$ cat src/rtl/ahb_cmd_master_if.sv
// Command stream and AHB-Lite bus signals of ahb_cmd_master.
// The master modport is the initiator's view. The slave modport is the view of the command source and responder.
interface ahb_cmd_master_if;
  logic        cmd_valid;
  logic        cmd_ready;
  logic        cmd_write;
  logic [31:0] cmd_addr;
  logic [31:0] cmd_wdata;
  logic        rsp_valid;
  logic        rsp_write;
  logic [31:0] rsp_rdata;
  logic        rsp_err;
  logic        HSEL;
  logic [31:0] HADDR;
  logic [1:0]  HTRANS;
  logic        HWRITE;
  logic [2:0]  HSIZE;
  logic [31:0] HWDATA;
  logic        HREADY;
  logic        HREADYOUT;
  logic [31:0] HRDATA;
  logic        HRESP;

  modport master (
    input  cmd_valid, cmd_write, cmd_addr, cmd_wdata, HREADYOUT, HRDATA, HRESP,
    output cmd_ready, rsp_valid, rsp_write, rsp_rdata, rsp_err,
           HSEL, HADDR, HTRANS, HWRITE, HSIZE, HWDATA, HREADY
  );

  modport slave (
    output cmd_valid, cmd_write, cmd_addr, cmd_wdata, HREADYOUT, HRDATA, HRESP,
    input  cmd_ready, rsp_valid, rsp_write, rsp_rdata, rsp_err,
           HSEL, HADDR, HTRANS, HWRITE, HSIZE, HWDATA, HREADY
  );
endinterface

$ cat src/rtl/ahb_cmd_master.sv
// AHB-Lite initiator that issues single-beat word transfers from a valid/ready command stream.
// The address phase (A stage) overlaps the data phase (D stage). Each command gets one response pulse.
module ahb_cmd_master (
    input logic HCLK,
    input logic HRESET,
    ahb_cmd_master_if.master bus
);
    typedef enum logic [1:0] {
        HTRANS_IDLE   = 2'b00,
        HTRANS_NONSEQ = 2'b10
    } htrans_e;

    localparam logic [2:0] HSIZE_WORD = 3'b010;

    logic        rst_hold_q;
    logic        a_valid_q, a_valid_d;
    logic        a_write_q, a_write_d;
    logic [31:0] a_addr_q, a_addr_d;
    logic [31:0] a_wdata_q, a_wdata_d;
    logic        d_valid_q, d_valid_d;
    logic        d_write_q, d_write_d;
    logic [31:0] d_wdata_q, d_wdata_d;
    logic        rsp_valid_q, rsp_valid_d;
    logic        rsp_write_q, rsp_write_d;
    logic [31:0] rsp_rdata_q, rsp_rdata_d;
    logic        rsp_err_q, rsp_err_d;

    logic        addr_go;
    logic        data_done;
    logic        cmd_take;
    htrans_e     htrans;

    // HRESP high means the first or second cycle of an error response.
    // The pending address phase is withdrawn and stays in A to be reissued.
    assign htrans    = (a_valid_q && !bus.HRESP) ? HTRANS_NONSEQ : HTRANS_IDLE;
    assign addr_go   = a_valid_q && bus.HREADYOUT && !bus.HRESP;
    assign data_done = d_valid_q && bus.HREADYOUT;
    assign cmd_take  = bus.cmd_valid && bus.cmd_ready;

    assign bus.cmd_ready = !HRESET && !rst_hold_q && (!a_valid_q || (bus.HREADYOUT && !bus.HRESP));
    assign bus.HTRANS    = htrans;
    assign bus.HSEL      = (htrans == HTRANS_NONSEQ);
    assign bus.HADDR     = a_addr_q;
    assign bus.HWRITE    = a_write_q;
    assign bus.HSIZE     = HSIZE_WORD;
    assign bus.HWDATA    = d_wdata_q;
    assign bus.HREADY    = bus.HREADYOUT;
    assign bus.rsp_valid = rsp_valid_q;
    assign bus.rsp_write = rsp_write_q;
    assign bus.rsp_rdata = rsp_rdata_q;
    assign bus.rsp_err   = rsp_err_q;

    always_comb begin
        a_valid_d   = a_valid_q;
        a_write_d   = a_write_q;
        a_addr_d    = a_addr_q;
        a_wdata_d   = a_wdata_q;
        d_valid_d   = d_valid_q;
        d_write_d   = d_write_q;
        d_wdata_d   = d_wdata_q;
        rsp_valid_d = data_done;
        rsp_write_d = rsp_write_q;
        rsp_rdata_d = rsp_rdata_q;
        rsp_err_d   = rsp_err_q;

        if (cmd_take) begin
            a_valid_d = 1'b1;
            a_write_d = bus.cmd_write;
            a_addr_d  = {bus.cmd_addr[31:2], 2'b00};
            a_wdata_d = bus.cmd_wdata;
        end else if (addr_go) begin
            a_valid_d = 1'b0;
        end

        if (addr_go) begin
            d_valid_d = 1'b1;
            d_write_d = a_write_q;
            d_wdata_d = a_wdata_q;
        end else if (data_done) begin
            d_valid_d = 1'b0;
        end

        if (data_done) begin
            rsp_write_d = d_write_q;
            rsp_rdata_d = d_write_q ? '0 : bus.HRDATA;
            rsp_err_d   = bus.HRESP;
        end
    end

    // Holds cmd_ready low until the first clock edge after reset release.
    always_ff @(posedge HCLK or posedge HRESET) begin
        if (HRESET) begin
            rst_hold_q <= 1'b1;
        end else begin
            rst_hold_q <= 1'b0;
        end
    end

    always_ff @(posedge HCLK or posedge HRESET) begin
        if (HRESET) begin
            a_valid_q   <= 1'b0;
            a_write_q   <= 1'b0;
            a_addr_q    <= '0;
            a_wdata_q   <= '0;
            d_valid_q   <= 1'b0;
            d_write_q   <= 1'b0;
            d_wdata_q   <= '0;
            rsp_valid_q <= 1'b0;
            rsp_write_q <= 1'b0;
            rsp_rdata_q <= '0;
            rsp_err_q   <= 1'b0;
        end else begin
            a_valid_q   <= a_valid_d;
            a_write_q   <= a_write_d;
            a_addr_q    <= a_addr_d;
            a_wdata_q   <= a_wdata_d;
            d_valid_q   <= d_valid_d;
            d_write_q   <= d_write_d;
            d_wdata_q   <= d_wdata_d;
            rsp_valid_q <= rsp_valid_d;
            rsp_write_q <= rsp_write_d;
            rsp_rdata_q <= rsp_rdata_d;
            rsp_err_q   <= rsp_err_d;
        end
    end
endmodule
$ cat src/flat_wrapper.sv
// flat-port wrapper written by rule: the top's interface ports become plain ports
module ahb_cmd_master_flat 
  (HCLK, HRESET, bus_cmd_valid, bus_cmd_write, bus_cmd_addr, bus_cmd_wdata, bus_HREADYOUT, bus_HRDATA, bus_HRESP, bus_cmd_ready, bus_rsp_valid, bus_rsp_write, bus_rsp_rdata, bus_rsp_err, bus_HSEL, bus_HADDR, bus_HTRANS, bus_HWRITE, bus_HSIZE, bus_HWDATA, bus_HREADY);
  ahb_cmd_master_if bus_i ();
  input logic HCLK;
  input logic HRESET;
  input wire logic [$bits(bus_i.cmd_valid)-1:0] bus_cmd_valid;
  input wire logic [$bits(bus_i.cmd_write)-1:0] bus_cmd_write;
  input wire logic [$bits(bus_i.cmd_addr)-1:0] bus_cmd_addr;
  input wire logic [$bits(bus_i.cmd_wdata)-1:0] bus_cmd_wdata;
  input wire logic [$bits(bus_i.HREADYOUT)-1:0] bus_HREADYOUT;
  input wire logic [$bits(bus_i.HRDATA)-1:0] bus_HRDATA;
  input wire logic [$bits(bus_i.HRESP)-1:0] bus_HRESP;
  output wire logic [$bits(bus_i.cmd_ready)-1:0] bus_cmd_ready;
  output wire logic [$bits(bus_i.rsp_valid)-1:0] bus_rsp_valid;
  output wire logic [$bits(bus_i.rsp_write)-1:0] bus_rsp_write;
  output wire logic [$bits(bus_i.rsp_rdata)-1:0] bus_rsp_rdata;
  output wire logic [$bits(bus_i.rsp_err)-1:0] bus_rsp_err;
  output wire logic [$bits(bus_i.HSEL)-1:0] bus_HSEL;
  output wire logic [$bits(bus_i.HADDR)-1:0] bus_HADDR;
  output wire logic [$bits(bus_i.HTRANS)-1:0] bus_HTRANS;
  output wire logic [$bits(bus_i.HWRITE)-1:0] bus_HWRITE;
  output wire logic [$bits(bus_i.HSIZE)-1:0] bus_HSIZE;
  output wire logic [$bits(bus_i.HWDATA)-1:0] bus_HWDATA;
  output wire logic [$bits(bus_i.HREADY)-1:0] bus_HREADY;
  assign bus_i.cmd_valid = bus_cmd_valid;
  assign bus_i.cmd_write = bus_cmd_write;
  assign bus_i.cmd_addr = bus_cmd_addr;
  assign bus_i.cmd_wdata = bus_cmd_wdata;
  assign bus_i.HREADYOUT = bus_HREADYOUT;
  assign bus_i.HRDATA = bus_HRDATA;
  assign bus_i.HRESP = bus_HRESP;
  assign bus_cmd_ready = bus_i.cmd_ready;
  assign bus_rsp_valid = bus_i.rsp_valid;
  assign bus_rsp_write = bus_i.rsp_write;
  assign bus_rsp_rdata = bus_i.rsp_rdata;
  assign bus_rsp_err = bus_i.rsp_err;
  assign bus_HSEL = bus_i.HSEL;
  assign bus_HADDR = bus_i.HADDR;
  assign bus_HTRANS = bus_i.HTRANS;
  assign bus_HWRITE = bus_i.HWRITE;
  assign bus_HSIZE = bus_i.HSIZE;
  assign bus_HWDATA = bus_i.HWDATA;
  assign bus_HREADY = bus_i.HREADY;
  ahb_cmd_master u_core (.HCLK(HCLK), .HRESET(HRESET), .bus(bus_i));
endmodule
$ cat config.mk
export PLATFORM = sky130hd
export DESIGN_NAME = ahb_cmd_master_flat
export DESIGN_NICKNAME = d
export VERILOG_FILES = /design/src/rtl/ahb_cmd_master_if.sv /design/src/rtl/ahb_cmd_master.sv /design/src/flat_wrapper.sv
export SDC_FILE = /design/constraint.sdc
export NUM_CORES = 1
export LEC_CHECK = 0
export ABC_AREA = 1
export ABC_CLOCK_PERIOD_IN_PS = 4310
export BUFFER_PORTS_ARGS = -buffer_cell sky130_fd_sc_hd__buf_2
export CAP_MARGIN = 20
export CORE_MARGIN = 3
export CORE_UTILIZATION = 51
export CTS_BUF_LIST = sky130_fd_sc_hd__clkbuf_4 sky130_fd_sc_hd__clkbuf_8
export DETAILED_ROUTE_END_ITERATION = 8
export PLACE_DENSITY_LB_ADDON = 0.2
export SYNTH_ARGS = -nofsm -noshare
export SYNTH_HDL_FRONTEND = slang
export SYNTH_SLANG_ARGS = --single-unit
$ cat constraint.sdc
create_clock -name HCLK -period 4.31 [get_ports HCLK]
set_input_delay 0.431 -clock HCLK [delete_from_list [all_inputs] [get_ports HCLK]]
set_output_delay 0.431 -clock HCLK [all_outputs]
set_load 0.02 [all_outputs]
==> results of run 1 <==
[stage by stage]
stage | utilization, % | setup WS (ns) | instances | area [um^2] | hold slack (ns)
global placement | 61.1 | 1.90 | 886 | 6360 | 0.449
detailed placement | 61.1 | 1.83 | 886 | 6360 | 0.455
global route | 65.1 | 1.89 | 919 | 6780 | 0.193
CTS | 65.1 | 1.99 | 918 | 6780 | 0.181
finish | 65.1 | 2.01 | 919 | 6780 | 0.201
floorplan | - | 0.298 | 596 | 5520 | 0.443
[synthesized netlist by cell type]
| master | count |
|---|---|
| nand4_1 | 63 |
| clkbuf_1 | 6 |
| inv_2 | 1 |
| nand2_4 | 1 |
| nor2_4 | 2 |
| nor2_1 | 2 |
| buf_6 | 12 |
| conb_1 | 2 |
| nand2_2 | 3 |
| nand2_1 | 290 |
| dfrtp_1 | 133 |
| nor2_2 | 1 |
| buf_2 | 15 |
| and2_1 | 1 |
| o21ai_1 | 1 |
| inv_1 | 4 |
| buf_4 | 18 |
| o21ai_0 | 1 |
| nand3_4 | 1 |
| nand3_1 | 33 |
| dfstp_2 | 1 |
[cells in the final DEF (no fill, tap or decap), drive strengths merged]
| cell | n |
|---|---|
| nand3 | 34 |
| o21ai | 2 |
| clkinvlp | 2 |
| clkbuf | 23 |
| conb | 7 |
| diode | 1 |
| nand2 | 294 |
| and2 | 1 |
| buf | 205 |
| dfstp | 1 |
| bufinv | 3 |
| inv | 5 |
| dfrtp | 133 |
| nor2 | 5 |
| nand4 | 63 |
| clkinv | 4 |
[cell families after synthesis]
kind of cell	share of synthesized area, %
AO/OA/AOI/OAI	0.182
flip-flops	61.0
AND/OR/NAND/NOR	31.6
buffers and inverters	7.03
other	0.137
[state kept, by name, summed over array words and instances, names as in the netlist]
name / cells
u_core.bus.rsp_rdata: 32
u_core.bus.rsp_valid: 1
u_core.rst_hold_q: 1
u_core.d_valid_q: 1
u_core.bus.rsp_write: 1
u_core.bus.HWRITE: 1
u_core.bus.HADDR: 30
u_core.a_valid_q: 1
u_core.bus.HWDATA: 32
u_core.a_wdata_q: 32
u_core.d_write_q: 1
u_core.bus.rsp_err: 1
[layer usage]
metal | up-vias | routed length (um)
met3 | 20 | 1230
met1 | 2208 | 5380
met2 | 193 | 6790
met5 | - | 0
met4 | 0 | 193
li1 | 2253 | -
[layout make-up]
| class | count | area share, % |
|---|---|---|
| antenna | 1 | 0.0369 |
| clock buffer | 23 | 4.30 |
| clock inverter | 9 | 1.84 |
| inverter | 5 | 0.350 |
| multi-input combinational | 406 | 26.2 |
| sequential | 134 | 49.5 |
| tap | 136 | 2.51 |
| timing repair buffer | 205 | 15.3 |
[where the power goes]
group / internal (mW) / switching, mW / total [mW]
registers: 1.62 / 0.200 / 1.82
logic: 0.387 / 0.810 / 1.20
clock network: 0.625 / 0.455 / 1.08
[critical path, stage by stage, from the launching register on]
cell and delay, ns:
dfstp_2 0.38, nor2_4 0.13, buf_4 0.56, and2_1 0.21, buf_2 0.16
[how the worst max path moves through the flow]
stage	startpoint	to	slack [ns]	depth (start not counted)
5_1_grt	u_core.rst_hold_q$_DFF_PP1_	bus_cmd_ready	1.89	4
2_1_floorplan	HRESET	u_core.a_valid_q$_DFFE_PP0P_	0.30	1
4_1_cts	u_core.a_valid_q$_DFFE_PP0P_	bus_HTRANS[1]	1.99	3
3_3_place_gp	bus_HRESP	u_core.a_wdata_q[31]$_DFFE_PP0P_	1.90	7
6_report	u_core.rst_hold_q$_DFF_PP1_	bus_cmd_ready	2.01	4
3_5_place_dp	bus_HREADYOUT	u_core.bus.rsp_rdata[31]$_DFFE_PP0P_	1.83	6
==> key figures, run 1 <==
Status
  • Status: completed

Critical path
  • Worst Reg2Reg Path Length in Cells: 5
  • R2R Setup Slk: 2.14 ns
  • Critical path type: flop to primary output
  • CP endpoint kind: primary output
  • Crit path launch type: flop
  • CP Max Fanout: 64
  • Crit path DAT: ~1.9 ns
  • Critical R2R Launch: u_core.a_valid_q$_DFFE_PP0P_
  • CP required: 3.88 ns
  • Worst r2r dst: u_core.bus.HWDATA[13]$_DFFE_PP0P_

Finish
  • Ratio of cells with drive above 1 in the final layout: 31.7%
  • Area delta synth->final: 23.4%
  • Fillers: a little over 900
  • # nets final: about 870
  • Register area: 3350 um^2
  • Multi-input logic area: 1780 um^2

STA
  • Slew Viols, Final: 0
  • Slew headroom: around 42%
  • Post-layout minimum cycle time: about 2.3 ns
  • Fin crit share: 53.3%
  • Max Clock Skew: around 0.011 ns
  • Final setup viols: 0
  • Achievable frequency: 435 MHz
  • RSZ-0062 raised after global routing: false
  • Hold Fails Final Rpt: 0
  • Total negative slack: 0 ns
  • Worst Tran Pin Value: 0.865 ns

Die
  • # IOs: 210
  • Die Wd: 110 um
  • Die height: 110 um
  • Rows: 37
  • Core area: approximately 10000 um^2
  • Initial Util: 52.8%
  • Die footprint: 12100 um^2

Global routing
  • Gr ovfl total: 0
  • Initial antenna violation count: 1
  • Met1 usage: around 28%
  • Largest net degree at the start of global routing: 101
  • Tot GR Track Use: 22.5%
  • Vias in the first global route: 4329
  • GRT Max-Usage Layer: met2
  • Met3 Usage GRT: 7.11%
  • First-pass GRT wire length: between 20 and 25 mm
  • M2 GR Usage: ~37%

Min path
  • HP Class: input pin to flop
  • Hold depth: 3
  • Hold endpoint: u_core.bus.rsp_rdata[1]$_DFFE_PP0P_
  • HP Start: bus_HRDATA[1]

Logic synthesis
  • Cell taking the most area after synthesis: dfrtp_1
  • Cell Area, Synth: approximately 5500 um^2
  • Yosys top cell area share: 60.6%
  • Area contributors post-synth: dfrtp_1, nand2_1, nand4_1
  • Sequential fraction of the synthesis area: 61.0%
  • Cell count after synthesis: around 590
  • Yosys warnings: 0
  • Syn Area/Cell: 9.30 um^2
  • Flops & latches, synth: 134
  • Cell variety after synth: 21

Power and ir drop
  • Total power: 4.10 mW
  • Leakage: 3.94 nW
  • Cell area power density: 604 nW/um^2
  • Maximum VDD drop: 0.254 mV

Detailed routing
  • Antenna-violating nets left: 0
  • Via count: between 4000 and 5000
  • 1st-iter DRT viols: 315
  • WL per Instance: 14.8 um
  • Vias per cell: between 5 and 6
  • DRC: 0
  • Final wirelength: 13.6 mm
  • First-pass DRT Iterations: 4

CTS
  • Num CTS Buffers: 17
  • CTS tree: done
  • Worst-Skew Late Latency: 0.42 ns
  • H-tree levels: 4
  • Cts hold-fix bufs: 0
  • Sinks on Clock Net: 134
  • Total setup buffers inserted after CTS: 0
  • Root Driver: clkbuf_8
  • Worst-path clk slew: approximately 0.070 ns
  • Post-cts resize count: 0
  • CTS Buffer Depth: 2

Placed design
  • Post-DP HPWL: 8.89 mm
  • Port Buffers: 201
  • RePlAce Congestion: 0.788

Job
  • Number of max-cap violations: 0
Note: power is estimated with default switching activity, not from simulation.
==> run 2, diff against run 1 <==
ABC_AREA = 0   (was 1)
ABC_CLOCK_PERIOD_IN_PS = 2100   (was 4310)
CORE_UTILIZATION = 45   (was 51)
clock period = 2.1 ns   (was 4.31 ns; I/O delays follow)
==> run 2 against run 1 <==
Sequential power increased by 120%. Non-clock buffer count is 75 higher. Global-route usage decreased by 2.5 points. Clock skew fell by 0.00088 ns. Synthesized cell count fell by 38%. Critical path depth grew 2. First-iteration DRC count down 44%. Setup slack worse by 1.8 ns. Cell count down 13%. Die area grew 6.9%. Critical endpoint is now u_core.bus.HADDR[26]$_DFFE_PP0P_.
==> key figures, run 2 <==
Status
  • Status: completed

Power and ir drop
  • Clk pwr share: about a quarter
  • Maximum VDD drop: 0.754 mV
  • Switching share of total power: 35.5%
  • Comb pwr share: roughly a third
  • Sw power: roughly 3.3 mW
  • Leakage: 3.64 nW
  • Int Power: around 6.0 mW
  • Flop pwr share: 42.8%
  • Cell area power density: between 1000 and 1500 nW/um^2

Global routing
  • Gr ovfl total: 0
  • First-pass GRT wire length: about 20 mm
  • GRT Max-Usage Layer: met2
  • Vias in the first global route: 4126
  • Largest net degree at the start of global routing: 80
  • M2 GR Usage: 34.7%
  • Met3 Usage GRT: under 10%
  • Initial antenna violation count: 0
  • Tot GR Track Use: between 10% and 20%
  • Met1 usage: between 20 and 25%

Critical path
  • CP top delay family: buffers and inverters
  • CP max stage delay: 0.52 ns
  • Critical path type: input pin to flop
  • CP required: 2.42 ns
  • CP Cell Sequence: dlygate4sd3_1, buf_2, nand2b_1, a2111oi_4, buf_4, mux2_2
  • Critical path buffer and inverter count: 3
  • Crit path launch type: input pin
  • CP Max Fanout: 18
  • CP endpoint kind: flop
  • Slowest CP cell: dlygate4sd3_1
  • Crit path DAT: around 2.2 ns

Die
  • Core area: 11100 um^2
  • Rows: 38
  • Die Wd: ~110 um
  • Die height: 114 um
  • Initial Util: 47.0%
  • # IOs: 210
  • Die footprint: ~13000 um^2

STA
  • Final setup viols: 0
  • Slew Viols, Final: 0
  • RSZ-0062 raised after global routing: false
  • Max Clock Skew: 0.0100 ns
  • Total negative slack: 0 ns
  • Slew headroom: 44.9%
  • Worst Tran Pin Value: 0.826 ns
  • Hold_ws: 0.0248 ns
  • Hold Fails Final Rpt: 0
  • Fin crit share: 90.4%
  • Achievable frequency: roughly 530 MHz
  • Post-layout minimum cycle time: 1.90 ns

CTS
  • Sinks on Clock Net: about 130
  • CTS Buffer Depth: 2
  • Worst-Skew Late Latency: 0.45 ns
  • CTS tree: done
  • Worst-path clk slew: 0.07 ns
  • Num CTS Buffers: 17
  • H-tree levels: 4
  • Post-cts resize count: 0
  • Root Driver: clkbuf_8

Logic synthesis
  • Synth cell count leaders: dfrtp_1, mux2_2, nand2_1
  • Cell variety after synth: 17
  • Cell taking the most area after synthesis: dfrtp_1
  • EDFF count, synth: 0
  • Cell Area, Synth: 5200 um^2
  • Ys flop type: dfrtp_1
  • Area contributors post-synth: dfrtp_1, mux2_2, nand2b_1
  • Yosys warnings: 0
  • Syn Area/Cell: 14.1 um^2
  • Sequential fraction of the synthesis area: 64.4%
  • Most common cell in the netlist: dfrtp_1
  • Cell count after synthesis: 369
  • Flops & latches, synth: 134
  • Yosys top cell area share: 63.9%
  • Async S/R FF share, synth: 100%

Detailed routing
  • WL per Instance: 15.2 um
  • DRC: 0
  • Antenna-violating nets left: 0
  • Vias per cell: 4.73
  • First-pass DRT Iterations: 4
  • 1st-iter DRT viols: 176
  • Final wirelength: ~12 mm
  • Via count: 3777

Min path
  • HP Class: input pin to flop

Placed design
  • Port Buffers: 201
  • Post-DP HPWL: 7.94 mm
  • RePlAce Congestion: 0.774

Job
  • Number of max-cap violations: 0

Finish
  • Most frequent cells in the layout: buf_2, dfrtp_1, mux2_2, dlygate4sd3_1
  • Antenna diode count: 0
  • # nets final: 748
  • Most common cell after layout, fill and taps aside: buf_2
  • Area delta synth->final: 43.3%
  • Ratio of cells with drive above 1 in the final layout: 51.3%
==> run 2: timing repair <==
| action | 4_1_cts | 5_1_grt |
|---|---|---|
| hold buffers | 70 | 1 |
| setup buffers | 0 | 0 |
| endpoints found under the hold margin | 202 | 1 |
==> run 2: final cells by class <==
type,count,area (um^2)
Clock inverter,15,181
Multi-Input combinational cell,209,1680
Tap cell,140,175
Fill cell,831,3620
Timing Repair Buffer,280,1810
Inverter,4,18.8
Clock buffer,17,234
Sequential cell,134,3350
==> run 2: path summary, 6_finish.rpt <==
path / slack, ns / cells past startpoint / end / startpoint
worst max-delay path: 0.20 / 6 / u_core.bus.HADDR[26]$_DFFE_PP0P_ / bus_HREADYOUT
worst min-delay path: 0.02 / 3 / u_core.bus.rsp_rdata[23]$_DFFE_PP0P_ / bus_HRDATA[23]
worst max register to register: 0.41 / 3 / u_core.bus.HADDR[26]$_DFFE_PP0P_ / u_core.a_valid_q$_DFFE_PP0P_
worst min register to register: 0.48 / 2 / u_core.bus.rsp_rdata[29]$_DFFE_PP0P_ / u_core.bus.rsp_rdata[29]$_DFFE_PP0P_
max in group asynchronous: 1.26 / 4 / u_core.bus.HADDR[19]$_DFFE_PP0P_ / HRESET
min in group asynchronous: 0.47 / 4 / u_core.a_valid_q$_DFFE_PP0P_ / HRESET
==> run 2: layer usage <==
layer | wire length, um | vias up
li1 | - | 1789
met1 | 4610 | 1819
met2 | 6260 | 146
met3 | 1040 | 23
met4 | 240 | 0
met5 | 0 | -
==> run 2: worst register-to-register path, cell delays in order, from the launching register on <==
cell and delay (ns):
dfrtp_1 0.44, a2111oi_4 0.41, buf_4 0.34, mux2_2 0.39
==> run 2: kinds of logic after synthesis <==
| kind of cell | share of synthesized area [%] |
|---|---|
| buf+inv | 3.68 |
| simple gates | 6.54 |
| compound gates | 3.99 |
| mux | 21.2 |
| other cells | 0.144 |
| flops | 64.4 |
==> run 2: power groups by stage <==
stage / clock network (mW) / registers [mW] / logic (mW)
floorplan: 0 / 4.89 / 1.05
detailed placement: 0 / 4.05 / 3.06
global route: 2.38 / 4.14 / 3.40
global placement: 0 / 3.98 / 3.02
finish: 2.20 / 4.01 / 3.14
CTS: 2.26 / 4.00 / 3.17
==> run 2: metrics by stage <==
stage	total power [mW]	instance area (um^2)	setup WS, ns	util (%)	std cells
floorplan	5.94	5230	0.226	-	374
global placement	6.99	6330	0.294	57.2	696
detailed placement	7.12	6330	0.246	57.2	696
CTS	9.44	7450	0.227	67.2	798
global route	9.92	7460	0.0993	67.3	799
finish	9.35	7460	0.202	67.3	799
